$ cat src/rtl/mouse_position_tracker.sv
// rtl/mouse_position_tracker.sv - PS/2 mouse packet assembler with DPI scaling, clamped X/Y and wheel accumulator.
// Packet bytes are collected by the FSM; UPD computes into a staging stage that commits one edge later.
module mouse_position_tracker #(
  parameter int MAX_X          = 160,
  parameter int MAX_Y          = 120,
  parameter int INIT_X         = 80,
  parameter int INIT_Y         = 60,
  parameter int TIMEOUT_CYCLES = 2000000
) (
  input  logic       CLK,
  input  logic       RESET,
  input  logic [7:0] BYTE_IN,
  input  logic       BYTE_VALID,
  input  logic       BYTE_ERROR,
  input  logic       INTELLI_EN,
  input  logic [1:0] DPI,
  output logic [3:0] MouseStatus,
  output logic [7:0] MouseX,
  output logic [7:0] MouseY,
  output logic [7:0] MouseZ,
  output logic       SendInterrupt
);

  localparam int TW = $clog2(TIMEOUT_CYCLES + 1);

  typedef enum logic [2:0] {S_B0, S_B1, S_B2, S_B3, S_UPD} state_t;

  state_t r_state;
  state_t w_next;

  logic [2:0]    r_btn;
  logic          r_xs, r_ys, r_xo, r_yo;
  logic          r_mode;
  logic [7:0]    r_dx, r_dy;
  logic [3:0]    r_z;
  logic [TW-1:0] r_tmo;

  logic          r_commit;
  logic [7:0]    r_new_x, r_new_y, r_new_z;
  logic [2:0]    r_new_btn;

  logic w_in_pkt;
  logic w_tmo_hit;

  assign w_in_pkt  = (r_state == S_B1) || (r_state == S_B2) || (r_state == S_B3);
  assign w_tmo_hit = w_in_pkt && !BYTE_VALID && (r_tmo == TW'(TIMEOUT_CYCLES - 1));

  function automatic logic signed [11:0] scale(input logic [8:0] d9, input logic ovf,
                                               input logic [1:0] dpi);
    logic signed [11:0] v;
    v = ovf ? 12'sd0 : {{3{d9[8]}}, d9};
    case (dpi)
      2'b00:   scale = v >>> 1;
      2'b01:   scale = v;
      2'b10:   scale = v <<< 1;
      default: scale = v <<< 2;
    endcase
  endfunction

  function automatic logic [7:0] clamp_add(input logic [7:0] pos, input logic signed [11:0] delta,
                                           input int max);
    logic signed [11:0] s;
    logic signed [11:0] lim;
    s   = $signed({4'b0000, pos}) + delta;
    lim = 12'(max - 1);
    if (s < 12'sd0)
      clamp_add = 8'd0;
    else if (s > lim)
      clamp_add = 8'(max - 1);
    else
      clamp_add = s[7:0];
  endfunction

  always_ff @(posedge CLK or negedge RESET) begin
    if (!RESET)
      r_state <= S_B0;
    else
      r_state <= w_next;
  end

  // Error beats a simultaneous valid byte; timeout only matters while mid-packet.
  always_comb begin
    w_next = r_state;
    if (BYTE_ERROR) begin
      w_next = S_B0;
    end else begin
      case (r_state)
        S_B0:  if (BYTE_VALID && BYTE_IN[3]) w_next = S_B1;
        S_B1:  if (BYTE_VALID) w_next = S_B2;
               else if (w_tmo_hit) w_next = S_B0;
        S_B2:  if (BYTE_VALID) w_next = r_mode ? S_B3 : S_UPD;
               else if (w_tmo_hit) w_next = S_B0;
        S_B3:  if (BYTE_VALID) w_next = S_UPD;
               else if (w_tmo_hit) w_next = S_B0;
        default: w_next = S_B0;
      endcase
    end
  end

  always_ff @(posedge CLK or negedge RESET) begin
    if (!RESET) begin
      r_btn  <= '0;
      r_xs   <= 1'b0;
      r_ys   <= 1'b0;
      r_xo   <= 1'b0;
      r_yo   <= 1'b0;
      r_mode <= 1'b0;
      r_dx   <= '0;
      r_dy   <= '0;
      r_z    <= '0;
      r_tmo  <= '0;
    end else begin
      if (w_in_pkt && !BYTE_VALID && !BYTE_ERROR && !w_tmo_hit)
        r_tmo <= r_tmo + 1'b1;
      else
        r_tmo <= '0;

      if (BYTE_VALID && !BYTE_ERROR) begin
        case (r_state)
          S_B0: if (BYTE_IN[3]) begin
            r_btn  <= BYTE_IN[2:0];
            r_xs   <= BYTE_IN[4];
            r_ys   <= BYTE_IN[5];
            r_xo   <= BYTE_IN[6];
            r_yo   <= BYTE_IN[7];
            r_mode <= INTELLI_EN;
          end
          S_B1: r_dx <= BYTE_IN;
          S_B2: r_dy <= BYTE_IN;
          S_B3: r_z  <= BYTE_IN[3:0];
          default: ;
        endcase
      end
    end
  end

  // Staging stage: values computed in UPD become visible on the following edge.
  always_ff @(posedge CLK or negedge RESET) begin
    if (!RESET) begin
      r_commit  <= 1'b0;
      r_new_x   <= '0;
      r_new_y   <= '0;
      r_new_z   <= '0;
      r_new_btn <= '0;
    end else begin
      r_commit <= (r_state == S_UPD);
      if (r_state == S_UPD) begin
        r_new_x   <= clamp_add(MouseX, scale({r_xs, r_dx}, r_xo, DPI), MAX_X);
        r_new_y   <= clamp_add(MouseY, scale({r_ys, r_dy}, r_yo, DPI), MAX_Y);
        r_new_z   <= r_mode ? (MouseZ + {{4{r_z[3]}}, r_z}) : MouseZ;
        r_new_btn <= r_btn;
      end
    end
  end

  always_ff @(posedge CLK or negedge RESET) begin
    if (!RESET) begin
      MouseX        <= 8'(INIT_X);
      MouseY        <= 8'(INIT_Y);
      MouseZ        <= '0;
      MouseStatus   <= '0;
      SendInterrupt <= 1'b0;
    end else begin
      SendInterrupt <= r_commit;
      if (r_commit) begin
        MouseX      <= r_new_x;
        MouseY      <= r_new_y;
        MouseZ      <= r_new_z;
        MouseStatus <= {1'b1, r_new_btn};
      end
    end
  end

endmodule
$ cat config.mk
export PLATFORM = sky130hd
export DESIGN_NAME = mouse_position_tracker
export DESIGN_NICKNAME = d
export VERILOG_FILES = /design/src/rtl/mouse_position_tracker.sv
export SDC_FILE = /design/constraint.sdc
export NUM_CORES = 1
export LEC_CHECK = 0
export ABC_CLOCK_PERIOD_IN_PS = 3500
export CORE_MARGIN = 5
export CORE_UTILIZATION = 39
export DETAILED_ROUTE_END_ITERATION = 16
export PLACE_DENSITY = 0.59
export SETUP_SLACK_MARGIN = 0.02
export SLEW_MARGIN = 30
export SYNTH_ARGS = -nofsm -noshare
export SYNTH_HDL_FRONTEND = slang
export SYNTH_SLANG_ARGS = --single-unit
$ cat constraint.sdc
create_clock -name CLK -period 3.5 [get_ports CLK]
set_input_delay 0.35 -clock CLK [delete_from_list [all_inputs] [get_ports CLK]]
set_output_delay 0.35 -clock CLK [all_outputs]
set_load 0.05 [all_outputs]
==> reports/results.ini, run 1 <==
[routing]
viasPerCell = 5.30
num_vias = 4290
drc = 0
ant_nets = 0
drt-pass1-iter-count = 4
wl_per_cell_microns = 15.7
drt_iter0_drc = 202
finalWirelength_microns = 12700

[place]
post_dp_cell_area_sq_mm = 0.00677
gp_congestion = 0.830
detailed_place_hpwl_microns = 9450
port_buffers = 43

[finish]
final_net_count = 658
drive_gt1_share_pct = 20.0
fin_area_sq_mm = 0.00708
final_core_util_pct = 46.9
area_delta_synth_final_pct = 18.5

[yosys]
yosys.area.top_type = dfrtp_1
yosys-top-cells-area = dfrtp_1 43%, mux2_2 10%, ha_1 5.2%
synthCells = 555
ys_ff_latch = 109
synth_edf_count = 0
mappedNetlistArea_sq_mm = 0.00597
synth.top_cell.area_share_pct = 43.2
synth.yosys.seq_area_share_pct = 45.8
synth_nets = 598
synth_cell_types = 59
syn_area_per_cell_sq_um = 10.8
yosys_warnings = 0
synthArstFlopShare_pct = 100
ys.flop_type = dfrtp_1

[timing]
setup_tns_ns = 0
max-slew-margin-rel_pct = 40.9
hold_slack_ns = 0.0767
fmax_mhz = 311
finalSetupViolCount = 0
period_needed_ns = 3.22
worst_slew_pin_slew_ns = 0.886
finalCritPeriodShare_pct = 91.9
hold_violations = 0
slew_violations = 0
grt_setup_unrepaired = false
clock-skew-final_ns = 0.0103

[clock_tree]
path_clk_slew_ns = 0.08
insertion_delay_ns = 0.35
htreeDepth = 3
cts-root-buf = clkbuf_16
cts.sinks = 109
clk_path_buf_depth = 2
hold_buffers = 0
postCtsSetupBuffers = 0
cts_tree = yes
cts_buffers = 9
post_cts_resize_count = 0

[global_route]
grt_overflow_total = 0
grt_use_total_pct = 14.9
grt_pass1_vias = 4306
antenna_found_initial = 0
grt_pass1_wl_microns = 21600
grt_max_degree = 59

[critical_path]
worstReg2RegStart = r_dy[1]
reg2reg_slack_ns = 0.59
cp-start-kind = primary input
cp_max_fo = 21
worstPathRequired_ns = 3.73
crit-reg2reg-capture = r_new_y[1]
r2r_cells = 11
setup.worst_path.class = primary input to register
cp.arrival_ns = 3.45
end_kind = register

[floorplan]
fp.dieW_microns = 134
die_area_sq_mm = 0.0179
start_util_pct = 39.6
rows = 45
die_h_microns = 134
io-pin-count = 44
core_sq_mm = 0.0151

[min_path]
hp-class = primary input to asynchronous set/reset pin

[power]
power_density_mw_per_mm2 = 550
p_leak_nw = 3.11
max-vdd-ir-drop_mv = 0.264

[job]
drv_cap = 0

[outcome]
status = complete, no violations

cell usage after synthesis (7+ instances only):
cell and instances:
a211oi_1 14, a21oi_1 20, clkbuf_1 14, dfrtp_1 103, ha_1 25, inv_1 13, mux2_2 55, mux2i_1 14
nand2_1 44, nand2b_1 7, nand3_1 13, nor2_1 55, nor2b_1 11, nor3_1 9, o21ai_0 27, xnor2_1 13
xor2_1 20
layout make-up:
type / instances / area, sq um
inverters: 14 / 52.6
fillers: 1371 / 8010
clock inverters: 6 / 70.1
multi-input cells: 411 / 3100
diodes: 1 / 2.50
flip-flops and latches: 109 / 2740
clock buffers: 10 / 239
well taps: 188 / 235
repair buffers: 70 / 643
metal layers:
layer / track usage, % / share of wire (%) / up-vias
met4: 5.66 / 1.9 / 0
met2: 24.3 / 48 / 59
met5: 0 / 0 / -
met3: 2.83 / 3.1 / 19
met1: 19.6 / 48 / 2079
li1: - / - / 2133
where the power goes:
group	total (mW)	internal (mW)	switching, mW
combinational	1.17	0.550	0.616
clock	1.05	0.580	0.473
sequential	1.68	1.47	0.201
total	3.90	2.61	1.29
flip-flops by register name, summed over array words and instances, names as in the netlist, 3 cells and up:
register,count
MouseY,8
MouseZ,8
r_btn,3
r_new_z,8
MouseStatus,4
r_tmo,21
r_dx,8
MouseX,8
r_state,3
r_new_x,8
r_z,4
r_new_y,8
r_dy,8
r_new_btn,3
cells in the final DEF (no fill, tap or decap), types with 4 or more instances in the layout:
master,instances
dfrtp_1,103
nor2_1,55
mux2_2,55
nand2_1,44
clkdlybuf4s50_1,42
buf_4,27
o21ai_0,26
ha_1,25
xor2_1,20
a21oi_1,20
mux2i_1,14
a211oi_1,14
inv_1,13
nand3_1,13
xnor2_1,13
nor2b_1,11
nor3_1,9
clkbuf_16,9
nand2b_1,7
dfstp_2,6
o221a_2,6
or3_1,6
a311oi_1,6
nand4_1,5
mux4_2,4
a211o_1,4
critical path, cell delays in order:
cell	delay, ns
clkdlybuf4s50_1	0.51
buf_12	0.17
mux2i_1	0.26
buf_4	0.14
a211oi_1	0.06
ha_1	0.36
nand2_1	0.08
o31ai_1	0.57
a21o_1	0.20
a21oi_1	0.07
xor2_1	0.17
nand4_2	0.21
o221a_2	0.29
cells by family after synthesis:
kind of cell             share of synthesized area [%]
flip-flops                                        45.8
buffers and inverters                             2.28
AO/OA/AOI/OAI                                     13.1
multiplexers                                      14.2
AND/OR/NAND/NOR                                   13.5
adder cells (fa/ha/maj)                           6.24
XOR/XNOR                                          4.84
metrics by stage:
| step | setup slack [ns] | power (mW) | instances |
|---|---|---|---|
| after global placement | -0.0573 | 2.84 | 792 |
| after detailed placement | -0.101 | 2.87 | 792 |
| final | 0.284 | 3.90 | 809 |
| after floorplan | 0.158 | 2.47 | 555 |
| after global routing | 0.0247 | 4.13 | 808 |
| after CTS | 0.256 | 3.94 | 808 |
how the worst max path moves through the flow:
stage          startpoint          to  slack, ns  cells after the start
4_1_cts            DPI[0]  r_new_y[4]       0.26                     14
3_5_place_dp       DPI[0]  r_new_y[4]      -0.10                     14
2_1_floorplan      DPI[0]  r_new_y[0]       0.16                     15
5_1_grt            DPI[0]  r_new_y[1]       0.02                     14
3_3_place_gp       DPI[0]  r_new_y[5]      -0.06                     14
6_report           DPI[0]  r_new_y[1]       0.28                     13
(Power assumes the default switching activity.)
==> run 2: changes to the inputs <==
--- a/config.mk
+++ b/config.mk
@@ -11,7 +11,7 @@
 export DETAILED_ROUTE_END_ITERATION = 16
 export PLACE_DENSITY = 0.59
 export SETUP_SLACK_MARGIN = 0.02
-export SLEW_MARGIN = 30
+export SLEW_MARGIN = 20
 export SYNTH_ARGS = -nofsm -noshare
 export SYNTH_HDL_FRONTEND = slang
 export SYNTH_SLANG_ARGS = --single-unit
==> results of run 2 <==
The final DEF is identical to that of run 1; final timing and power are the same.
==> run 3: changes to the inputs <==
--- a/config.mk
+++ b/config.mk
@@ -7,9 +7,9 @@
 export LEC_CHECK = 0
 export ABC_CLOCK_PERIOD_IN_PS = 3500
 export CORE_MARGIN = 5
-export CORE_UTILIZATION = 39
+export CORE_UTILIZATION = 59
 export DETAILED_ROUTE_END_ITERATION = 16
-export PLACE_DENSITY = 0.59
+export PLACE_DENSITY = 0.82
 export SETUP_SLACK_MARGIN = 0.02
 export SLEW_MARGIN = 20
 export SYNTH_ARGS = -nofsm -noshare
==> reports/results.ini, run 3 (synthesized netlist as in run 1, its figures left out) <==
[global_route]
grt_max_degree = 80
grt_use_total_pct = 21.1
grt_pass1_wl_microns = 21400
grt_pass1_vias = 4533
antenna_found_initial = 0
grt_overflow_total = 0

[floorplan]
die_h_microns = 111
core_sq_mm = 0.00982
io-pin-count = 44
die_area_sq_mm = 0.0122
start_util_pct = 60.8
rows = 36
fp.dieW_microns = 111

[critical_path]
cp-start-kind = primary input
worstPathRequired_ns = 3.82
cpMostUsedCell = nor2_1
setup.worst_path.class = primary input to register
cp.buffers_inverters = 2
cpPeakStageDelay_ns = 0.46
cp_max_fo = 7
cp_top_family = compound AO/OA/AOI/OAI gates
critPathSlowestCell = clkdlybuf4s50_1
reg2reg_slack_ns = 0.47
end_kind = register
cp.arrival_ns = 3.55
cp_cell_sequence = clkdlybuf4s50_1 -> buf_4 -> mux2i_1 -> nor2_1 -> a21oi_1 -> nor2_1 -> fa_1 -> a211oi_2 -> o21ai_1 -> or3b_1 -> o21ai_0 -> a41oi_1 -> nand4_2 -> o221a_2

[finish]
final_core_util_pct = 69.9
area_delta_synth_final_pct = 15.0
nFillCells = 734
mostFrequentLayoutCell = dfrtp_1
drive_gt1_share_pct = 19.2
regMostFlops = r_tmo
largest_reg_flops = 21
final_cell_mix = 103 x dfrtp_1, 55 x nor2_1, 55 x mux2_2
fin_area_sq_mm = 0.00687
num_antenna_cells = 0
stdcell_count = 748
final_net_count = 653

[timing]
setup_slack_ns = 0.265
finalCritPeriodShare_pct = 92.4
hold_slack_ns = 0.109
max-slew-margin-rel_pct = 36.4
clock-skew-final_ns = 0.0146
hold_violations = 0
worst_slew_pin_slew_ns = 0.955
slew_violations = 0
setup_tns_ns = 0
fmax_mhz = 309
grt_setup_unrepaired = false
finalSetupViolCount = 0
period_needed_ns = 3.23

[place]
preCtsSetupSlack_ns = -0.132
gp_congestion = 0.867
dp_cells = 732
port_buffers = 43
post_dp_cell_area_sq_mm = 0.00666
detailed_place_hpwl_microns = 9380

[routing]
viasPerCell = 5.86
drc = 0
drt_iter0_drc = 270
num_vias = 4383
finalWirelength_microns = 12500
ant_nets = 0
drt-pass1-iter-count = 5
wl_per_cell_microns = 16.7

[min_path]
hp-class = primary input to asynchronous set/reset pin

[clock_tree]
clk_path_buf_depth = 2
post_cts_resize_count = 0
path_clk_slew_ns = 0.10
insertion_delay_ns = 0.38
htreeDepth = 3
cts.sinks = 109
cts_tree = yes
cts_buffers = 9
cts-root-buf = clkbuf_8
postCtsSetupBuffers = 0
hold_buffers = 0

[job]
drv_cap = 0

[outcome]
status = complete, no violations

[power]
max-vdd-ir-drop_mv = 0.319
p_leak_nw = 3.03
total_power_mw = 3.62
power_density_mw_per_mm2 = 527

## run 3: cell count changes in the layout (fill, tap and decap cells not counted)
cell and delta:
buf_4 -5, clkbuf_1 +1, clkbuf_16 -9, clkbuf_8 +9
clkinv_2 -1, clkinv_4 -1, diode_2 -1, inv_6 +1
## run 3: area by class of cell
cell class / count / area [sq um] / share of cell area (%)
clock inverter: 5 / 65.1 / 0.948
tap: 133 / 166 / 2.42
inverter: 14 / 52.6 / 0.765
multi-input combinational: 411 / 3100 / 45.2
timing repair buffer: 65 / 606 / 8.82
clock buffer: 11 / 141 / 2.06
sequential: 109 / 2740 / 39.8
## run 3: routing by layer
metal / global-route usage [%] / wire length (microns)
met5: 0 / 0
met4: 7.55 / 240
met3: 5.25 / 572
met2: 35.2 / 6180
met1: 26.6 / 5510
## run 3: worst register-to-register path, cell delays in order (launching register included)
cell      delay, ns
dfrtp_1        0.43
mux2i_1        0.21
nor2_1         0.07
a21oi_1        0.12
nor2_1         0.09
fa_1           0.46
a211oi_2       0.33
o21ai_1        0.19
or3b_1         0.41
o21ai_0        0.18
a41oi_1        0.08
nand4_2        0.19
o221a_2        0.21
## run 3: power by group
group,leakage [nW],switching [mW],internal [mW]
clock network,0.105,0.419,0.358
registers,1.42,0.226,1.47
logic,1.51,0.612,0.530
## run 3: worst paths after layout
path	depth (start not counted)	end	start
min in group CLK	1	MouseStatus[3]	MouseStatus[3]
worst min-delay path	1	r_tmo[0]	RESET
worst max register to register	12	r_new_y[1]	r_dy[1]
worst max-delay path	14	r_new_y[1]	DPI[0]
worst min register to register	1	MouseStatus[3]	MouseStatus[3]
max in group asynchronous	2	MouseX[4]	RESET
